--- config.mk ---
export PLATFORM = sky130hd
export DESIGN_NAME = fetch_sequencer_flat
export DESIGN_NICKNAME = d
export VERILOG_FILES = /design/src/rtl/cpu_pkg.sv /design/src/rtl/fetch_sequencer_if.sv /design/src/rtl/fetch_sequencer_issue_reg.sv /design/src/rtl/fetch_sequencer.sv /design/src/flat_wrapper.sv
export SDC_FILE = /design/constraint.sdc
export NUM_CORES = 1
export LEC_CHECK = 0
export ABC_AREA = 1
export CORE_MARGIN = 4
export CORE_UTILIZATION = 49
export CTS_BUF_LIST = sky130_fd_sc_hd__clkbuf_8
export CTS_CLUSTER_DIAMETER = 200
export DETAILED_ROUTE_END_ITERATION = 6
export PLACE_DENSITY = 0.9
export SYNTH_ARGS = -nofsm -noshare
export SYNTH_HDL_FRONTEND = slang
export SYNTH_SLANG_ARGS = --single-unit
--- constraint.sdc ---
create_clock -name clk -period 1.8 [get_ports clk]
set_input_delay 0.18 -clock clk [delete_from_list [all_inputs] [get_ports clk]]
set_output_delay 0.18 -clock clk [all_outputs]
set_load 0.05 [all_outputs]
--- src/rtl/cpu_pkg.sv ---
`default_nettype none
// ============================================================================
// Module      : cpu_pkg
// Description : Shared constants, fetch state encoding and instruction field
//               slices for the 15-bit CPU front end.
// Revision    : 1.0 - initial release
// ============================================================================
package cpu_pkg;

  localparam int ADDR_W  = 2;
  localparam int INSTR_W = 15;

  typedef enum logic [1:0] {
    IDLE = 2'd0,
    RUN  = 2'd1,
    HALT = 2'd2
  } fetch_state_t;

  // Instruction field boundaries, shared with decode
  localparam int c_opcode_hi = 14;
  localparam int c_opcode_lo = 13;
  localparam int c_fa_hi     = 12;
  localparam int c_fa_lo     = 11;
  localparam int c_fb_hi     = 10;
  localparam int c_fb_lo     = 9;
  localparam int c_we_bit    = 8;
  localparam int c_rd_hi     = 7;
  localparam int c_rd_lo     = 6;
  localparam int c_rs_hi     = 5;
  localparam int c_rs_lo     = 4;
  localparam int c_imm_hi    = 3;
  localparam int c_imm_lo    = 0;

  function automatic logic [1:0] opcode_of(input logic [INSTR_W-1:0] instr);
    return instr[c_opcode_hi:c_opcode_lo];
  endfunction

endpackage
`default_nettype wire

--- src/rtl/fetch_sequencer_if.sv ---
`default_nettype none
// ============================================================================
// Module      : fetch_sequencer_if
// Description : ROM address/data path and the valid/ready issue channel
//               between the fetch sequencer and decode.
// Revision    : 1.0 - initial release
// ============================================================================
interface fetch_sequencer_if #(
  parameter int ADDR_W  = 2,
  parameter int INSTR_W = 15
);

  logic [ADDR_W-1:0]  instr_addr;
  logic [INSTR_W-1:0] instr;
  logic               issue_valid;
  logic [INSTR_W-1:0] issue_instr;
  logic [ADDR_W-1:0]  issue_pc;
  logic               issue_ready;

  // Fetch side
  modport master (
    output instr_addr,
    input  instr,
    output issue_valid,
    output issue_instr,
    output issue_pc,
    input  issue_ready
  );

  // ROM + decode side
  modport slave (
    input  instr_addr,
    output instr,
    input  issue_valid,
    input  issue_instr,
    input  issue_pc,
    output issue_ready
  );

endinterface
`default_nettype wire

--- src/rtl/fetch_sequencer_issue_reg.sv ---
`default_nettype none
// ============================================================================
// Module      : fetch_sequencer_issue_reg
// Description : Single-entry valid/ready pipeline register with flush.
//               in_ready depends only on the stored valid and the downstream
//               ready, so out_valid never sees a combinational ready path.
// Revision    : 1.0 - initial release
// ============================================================================
module fetch_sequencer_issue_reg #(
  parameter int DATA_W = 17
) (
  input  wire logic              clk,
  input  wire logic              rst_n,
  input  wire logic              flush,
  input  wire logic              in_valid,
  output logic                   in_ready,
  input  wire logic [DATA_W-1:0] in_data,
  output logic                   out_valid,
  input  wire logic              out_ready,
  output logic [DATA_W-1:0]      out_data
);

  import cpu_pkg::*;

  logic              r_valid;
  logic [DATA_W-1:0] r_data;

  assign in_ready  = !r_valid || out_ready;
  assign out_valid = r_valid;
  assign out_data  = r_data;

  // Flush beats load; a consumed entry with nothing behind it empties the slot
  always_ff @(posedge clk or negedge rst_n) begin
    if (!rst_n) begin
      r_valid <= 1'b0;
      r_data  <= '0;
    end else if (flush) begin
      r_valid <= 1'b0;
    end else if (in_valid && in_ready) begin
      r_valid <= 1'b1;
      r_data  <= in_data;
    end else if (out_ready) begin
      r_valid <= 1'b0;
    end
  end

endmodule
`default_nettype wire

--- src/rtl/fetch_sequencer.sv ---
`default_nettype none
// ============================================================================
// Module      : fetch_sequencer
// Description : Instruction fetch controller. Owns the PC, drives the ROM
//               address, registers returned words into the issue stage and
//               sequences start/halt/redirect.
// Revision    : 1.0 - initial release
// ============================================================================
module fetch_sequencer #(
  parameter int ADDR_W  = cpu_pkg::ADDR_W,
  parameter int INSTR_W = cpu_pkg::INSTR_W,
  parameter int CNT_W   = 8
) (
  input  wire logic              clk,
  input  wire logic              rst_n,
  input  wire logic              start,
  input  wire logic              halt_req,
  input  wire logic              redirect_valid,
  input  wire logic [ADDR_W-1:0] redirect_addr,
  fetch_sequencer_if.master      bus,
  output logic                   running,
  output logic                   halted,
  output logic                   wrapped,
  output logic [CNT_W-1:0]       issued_cnt
);

  import cpu_pkg::*;

  localparam int c_data_w = INSTR_W + ADDR_W;

  fetch_state_t          r_state;
  fetch_state_t          w_state_next;
  logic [ADDR_W-1:0]     r_pc;
  logic                  r_wrapped;
  logic [CNT_W-1:0]      r_cnt;

  logic                  w_load_req;
  logic                  w_load_fire;
  logic                  w_in_ready;
  logic                  w_accept;
  logic                  w_issue_valid;
  logic [c_data_w-1:0]   w_issue_data;

  // Redirect owns the cycle: no load, register flushed
  assign w_load_req  = (r_state == RUN) && !halt_req && !redirect_valid;
  assign w_load_fire = w_load_req && w_in_ready;
  assign w_accept    = w_issue_valid && bus.issue_ready;

  assign bus.instr_addr  = r_pc;
  assign bus.issue_valid = w_issue_valid;
  assign bus.issue_instr = w_issue_data[c_data_w-1:ADDR_W];
  assign bus.issue_pc    = w_issue_data[ADDR_W-1:0];

  assign running    = (r_state == RUN);
  assign halted     = (r_state == HALT);
  assign wrapped    = r_wrapped;
  assign issued_cnt = r_cnt;

  fetch_sequencer_issue_reg #(
    .DATA_W (c_data_w)
  ) issue_reg (
    .clk       (clk),
    .rst_n     (rst_n),
    .flush     (redirect_valid),
    .in_valid  (w_load_req),
    .in_ready  (w_in_ready),
    .in_data   ({bus.instr, r_pc}),
    .out_valid (w_issue_valid),
    .out_ready (bus.issue_ready),
    .out_data  (w_issue_data)
  );

  // State register
  always_ff @(posedge clk or negedge rst_n) begin
    if (!rst_n) r_state <= IDLE;
    else        r_state <= w_state_next;
  end

  // Next state: halt waits for the pending issue to drain (redirect drains it)
  always_comb begin
    w_state_next = r_state;
    case (r_state)
      IDLE: if (start) w_state_next = RUN;
      RUN:  if (halt_req && (redirect_valid || !w_issue_valid || bus.issue_ready))
              w_state_next = HALT;
      HALT: if (start && !halt_req) w_state_next = RUN;
      default: w_state_next = IDLE;
    endcase
  end

  // PC: redirect in any state, otherwise advance on each load
  always_ff @(posedge clk or negedge rst_n) begin
    if (!rst_n)              r_pc <= '0;
    else if (redirect_valid) r_pc <= redirect_addr;
    else if (w_load_fire)    r_pc <= r_pc + 1'b1;
  end

  // Wrap pulse only for a sequential advance out of the last word
  always_ff @(posedge clk or negedge rst_n) begin
    if (!rst_n) r_wrapped <= 1'b0;
    else        r_wrapped <= w_load_fire && (r_pc == {ADDR_W{1'b1}});
  end

  // Saturating count of completed handshakes
  always_ff @(posedge clk or negedge rst_n) begin
    if (!rst_n)                                r_cnt <= '0;
    else if (w_accept && (r_cnt != {CNT_W{1'b1}})) r_cnt <= r_cnt + 1'b1;
  end

endmodule
`default_nettype wire

--- src/flat_wrapper.sv ---
// flat-port wrapper written by rule: the top's interface ports become plain ports
module fetch_sequencer_flat import cpu_pkg::*;
#(
  parameter int ADDR_W  = cpu_pkg::ADDR_W,
  parameter int INSTR_W = cpu_pkg::INSTR_W,
  parameter int CNT_W   = 8
)
  (clk, rst_n, start, halt_req, redirect_valid, redirect_addr, running, halted, wrapped, issued_cnt, bus_instr_addr, bus_instr, bus_issue_valid, bus_issue_instr, bus_issue_pc, bus_issue_ready);
  fetch_sequencer_if #(.ADDR_W(ADDR_W), .INSTR_W(INSTR_W)) bus_i ();
  input  wire logic clk;
  input  wire logic rst_n;
  input  wire logic start;
  input  wire logic halt_req;
  input  wire logic redirect_valid;
  input  wire logic [ADDR_W-1:0] redirect_addr;
  output logic running;
  output logic halted;
  output logic wrapped;
  output logic [CNT_W-1:0] issued_cnt;
  output wire logic [$bits(bus_i.instr_addr)-1:0] bus_instr_addr;
  input wire logic [$bits(bus_i.instr)-1:0] bus_instr;
  output wire logic [$bits(bus_i.issue_valid)-1:0] bus_issue_valid;
  output wire logic [$bits(bus_i.issue_instr)-1:0] bus_issue_instr;
  output wire logic [$bits(bus_i.issue_pc)-1:0] bus_issue_pc;
  input wire logic [$bits(bus_i.issue_ready)-1:0] bus_issue_ready;
  assign bus_instr_addr = bus_i.instr_addr;
  assign bus_i.instr = bus_instr;
  assign bus_issue_valid = bus_i.issue_valid;
  assign bus_issue_instr = bus_i.issue_instr;
  assign bus_issue_pc = bus_i.issue_pc;
  assign bus_i.issue_ready = bus_issue_ready;
  fetch_sequencer #(.ADDR_W(ADDR_W), .INSTR_W(INSTR_W), .CNT_W(CNT_W)) u_core (.clk(clk), .rst_n(rst_n), .start(start), .halt_req(halt_req), .redirect_valid(redirect_valid), .redirect_addr(redirect_addr), .bus(bus_i), .running(running), .halted(halted), .wrapped(wrapped), .issued_cnt(issued_cnt));
endmodule
* Word level (Yosys, flattened, before mapping)
Index checks and enable logic that the tools add are counted.
** Word-level totals
- Output and inout bits :: 31
- Input bits :: 23
- Register bits after elaboration :: 31
** Operators by class
- Reduce and logical (&&, ||, !) cells :: 19
- Add/subtract/negate cells :: 2
- Equality and inequality tests :: 7
- Muxes and demuxes :: 9
- Bitwise gates (word level) :: 1
** Operators with widths (number)
- two-way mux 2 bit :: 5
- adder 8 x 1 -> 8 bit, second input constant :: 1
- logical AND 1 bit :: 8
- != test 8 bit, second input constant :: 1
- one-hot mux 2 bit (3 select lines) :: 1
- == test 2 bit, second input constant :: 2
- != test 2 x 1 -> 1 bit, second input constant :: 2
- zero test 1 bit :: 3
- logical OR 1 bit :: 3
- two-way mux 1 bit :: 3
- AND reduction 3 bit :: 1
- nonzero test 3 bit :: 1
- adder 2 x 1 -> 2 bit, second input constant :: 1
- == test 2 x 1 -> 1 bit, second input constant :: 1
- zero test 2 bit :: 1
- != test 2 bit, second input constant :: 1
- AND reduction 2 bit :: 1
- nonzero test 2 bit :: 1
- inverter 1 bit :: 1

* Longest topological paths before layout
- Depth in word-level cells :: 6
- Gate-level depth with buffers :: 8

* Cells and area by module
From an unflattened synthesis, not the netlist that was laid out.
** Unflattened totals
- Cell total of the unflattened synthesis :: 185
- Area, all modules :: 1525.2 µm²
** By module, submodules not included
- fetch_sequencer :: instances 1, cells each 106, sequential area each 325.3 µm², area each 783.3 µm²
- fetch_sequencer_issue_reg :: instances 1, cells each 79, sequential area each 450.4 µm², area each 742.0 µm²

* Worst setup path before layout
No wires, ideal clock.
- Path kind :: reg-to-reg
- From :: register u_core.r_cnt[0], in the netlist u_core.issued_cnt[0]
- To :: register u_core.r_cnt[3], in the netlist u_core.issued_cnt[3]
- Required time :: 1.682 ns
- Period minus slack after synthesis :: 1.612 ns
- Cell stages (with the launch flop) :: 9
- Slack :: 0.188 ns
- Arrival time :: 1.494 ns
- Library setup time :: 0.118 ns
- Cell sequence :: dfrtp_1 -> ha_1 -> nand3_1 -> inv_1 -> nand2_1 -> nand2_2 -> inv_2 -> nand2_1 -> nand2_1
** Between the ends
- Cells in the longest elaborated chain, start to end :: 2
** Ends and longest elaborated chain
- start: declaration :: line fetch_sequencer.sv:35 : logic [CNT_W-1:0] r_cnt;
- start signal: assignment :: line fetch_sequencer.sv:107 : else if (w_accept && (r_cnt != {CNT_W{1'b1}})) r_cnt <= r_cnt + 1'b1;
- parallel branches: the longest is 2 deep, another holds adder 8 x 1 -> 8 bit
Several ways; the timed one is not identified.
A chain may end at the register's enable or synchronous reset.

* Final worst setup path
- From :: register u_core.issue_reg.r_valid, in the netlist u_core.issue_reg.out_valid
- To :: output bus_issue_valid
** RTL lines
- start: declaration :: line fetch_sequencer_issue_reg.sv:25 : logic r_valid;
- start signal: assignment :: line fetch_sequencer_issue_reg.sv:35 : r_valid <= 1'b0;
- start signal: assignment :: line fetch_sequencer_issue_reg.sv:38 : r_valid <= 1'b0;
- start signal: assignment :: line fetch_sequencer_issue_reg.sv:40 : r_valid <= 1'b1;
- end: declaration :: line flat_wrapper.sv:22 : output wire logic [$bits(bus_i.issue_valid)-1:0] bus_issue_valid;
No word-level cell between the ends.

==> run summary <==
GRT Total Usage = 17.9%
Post-Route WL = 3.31 mm
crit path cell chain = clkdlybuf4s50_1
Startpoint Class = register
library cells used by synthesis = 20
Worst path top cell family by delay = buffers and inverters
CTS root buffer = clkbuf_8
dominant synthesized flop cell = dfrtp_1
# fillers = 225
Setup TNS Final = 0 ns
VDD IR max = 1.02 mV
RR Startpoint = u_core.issued_cnt[0]
CTS tree = built
placed inst area = 2010 µm²
Slew Limit Headroom = 65.6%
Slew Limit Fails = 0
Fmax = 572 MHz
register area share after synthesis = 52.6%
status = complete, no violations
Worst path slowest cell = clkdlybuf4s50_1
final clock skew = 0.00455 ns
Post-Synth XOR/XNOR Area = 1.78%
Synth Area in Adders = 1.70%
max cap viols = 0
cts bufs inserted = 5
DR iter-0 viols = 99
Clock transition at path regs = 0.06 ns
Yosys reg bits = 31
simple logic cell fraction of the synthesized area = 34.4%
initial core utilization = 52.5%
row count = 19
Worst-Margin Slew = 0.514 ns
H-Tree Level Count = 2
Tcrit/Tclk final = 97.1%
area of the core = 2810 µm²
Final Net Count = 261
Critical Path Start = u_core.issue_reg.out_valid
post-CTS setup repair buffer count = 0
syn nets = 203
worst-path maximum fanout = 4
syn_area_per_cell = 8.28 µm²
Post-Syn Area = 1470 µm²
async set-reset flop share out of synthesis = 100%
FF-to-FF path depth = 8
largest family of logic cells by synthesized area = simple AND/OR/NAND/NOR gates
first-pass GRT wire length = 5.51 mm
Ant. Diodes = 0
drc violations = 0
Synth Area in Compound Gates = 2.80%
power per cell area = 1730 nW/µm²
Data arrival, critical path = 1.57 ns
Hold Crit Class = in2async
worst path bufs/invs = 1
Yosys top cell area share = 52.6%
reg2reg end = u_core.issued_cnt[3]
Final Hold Viols = 0
post_cts resized = 0
Setup Viol. Count Final = 0
number of warnings issued by yosys = 0
Finished Core Util = 75.2%
CP Capture Point = bus_issue_valid
number of nets with antenna violations after routing = 0
post-DR vias/cell = 4.94
DRT Pass-1 Iters = 4
vias in the first global route = 1266
Synth area leader = dfrtp_1
Die H = 62.8 µm
hold_buf cts = 0
post-synthesis mux area share = 0%
buffers added on ports = 53
Clock Sinks = 31
top post-synthesis cells by count = nand2_1, dfrtp_1, nand3_1
data required time at the worst endpoint = 1.62 ns
Min Clock Period, post-route = 1.75 ns
Die ar. = 3950 µm²
main area contributors after synthesis = dfrtp_1, nand2_1, nand3_1
per-cell routed wire length = 12.4 µm
Die Wd = 62.8 µm
Area Overhead vs Synth = 43.2%
initial antenna violation count = 0
gpl congestion = 0.842
GRT Residual Overflow = 0
critical path depth = 1
Leak = 1.05 nW
cells after synthesis = 178
hpwl dp = 2.54 mm
DR vias = 1323
Critical Path Max Stage Delay = 0.85 ns
fraction of layout cells with a size suffix above 1 = 8.86%
WS Path Type = reg2out
RSZ-0062 raised after global routing = no
post-route cell area = 2110 µm²
Setup crit end kind = output pin
most frequent cell after synthesis = nand2_1
Ports = 54
EDFF count, synth = 0
largest net degree at the start of global routing = 32
Worst-Skew Late Latency = 0.28 ns
Max Root-Sink Buffers = 2
reg-to-reg setup timing slack = 0.38 ns
sequential cells by signal, indices dropped and copies added (netlist names):
name	cells
u_core.issue_reg.out_data	17
u_core.bus.instr_addr	2
u_core.issued_cnt	8
u_core.r_state	2
u_core.issue_reg.out_valid	1
u_core.wrapped	1
power by group:
part | internal (mW) | switching, mW | total [mW]
Clock | 0.343 | 0.241 | 0.584
Sequential | 0.945 | 0.184 | 1.13
Combinational | 0.626 | 1.31 | 1.93
Total | 1.91 | 1.73 | 3.65
layout make-up:
| class | count | area (µm²) | area share, % |
|---|---|---|---|
| Clock inverter | 1 | 3.75 | 0.178 |
| Sequential cell | 31 | 776 | 36.8 |
| Multi-Input combinational cell | 129 | 599 | 28.4 |
| Timing Repair Buffer | 56 | 548 | 26.0 |
| Tap cell | 31 | 38.8 | 1.84 |
| Inverter | 13 | 48.8 | 2.31 |
| Clock buffer | 7 | 96.3 | 4.56 |
worst min-delay path by stage:
stage | startpoint | to | depth (start not counted)
after global routing | rst_n | u_core.issue_reg.out_data[8] | 2
after CTS | rst_n | u_core.issued_cnt[7] | 2
final | rst_n | u_core.issue_reg.out_data[5] | 2
after floorplan | rst_n | u_core.bus.instr_addr[0] | 0
after detailed placement | u_core.issue_reg.out_data[1] | u_core.issue_reg.out_data[1] | 2
after global placement | u_core.issue_reg.out_data[13] | u_core.issue_reg.out_data[13] | 2
through the flow:
step | hold slack (ns) | setup WS (ns) | total power [mW] | cells
global route | 0.344 | 0.00507 | 3.85 | 268
CTS | 0.308 | 0.0438 | 3.68 | 268
detailed placement | 0.457 | 0.305 | 3.09 | 260
global placement | 0.452 | 0.342 | 3.05 | 260
finish | 0.295 | 0.0521 | 3.65 | 268
floorplan | -0.116 | 0.188 | 2.43 | 178
routing by layer:
metal | GRT usage, % | vias up | wire length [µm]
met4 | 7.44 | 0 | 56
met1 | 20.5 | 612 | 1370
li1 | - | 674 | -
met2 | 30.5 | 32 | 1690
met3 | 5.76 | 5 | 190
met5 | 0 | - | 0
logic make-up (layout without fill, tap and decap cells):
logic type / Yosys count / in the layout
compound gates: 5 / 5
fa+ha+maj: 2 / 2
buf+inv: 18 / 77
flops: 31 / 31
xor+xnor: 3 / 3
simple gates: 119 / 119
cells in the final DEF, fill, tap and decap left out, drive strengths merged:
cell / synthesis / routed
nand4: 2 / 2
ha: 2 / 2
a21oi: 1 / 1
dfrtp: 31 / 31
a21o: 1 / 1
nand3: 26 / 26
nand2: 82 / 82
clkbuf: 0 / 7
xor2: 1 / 1
xnor2: 2 / 2
inv: 13 / 14
nor2: 9 / 9
buf: 5 / 5
o21a: 1 / 1
o21ai: 2 / 2
clkdlybuf4s50: 0 / 51
(Power assumes the default switching activity.)
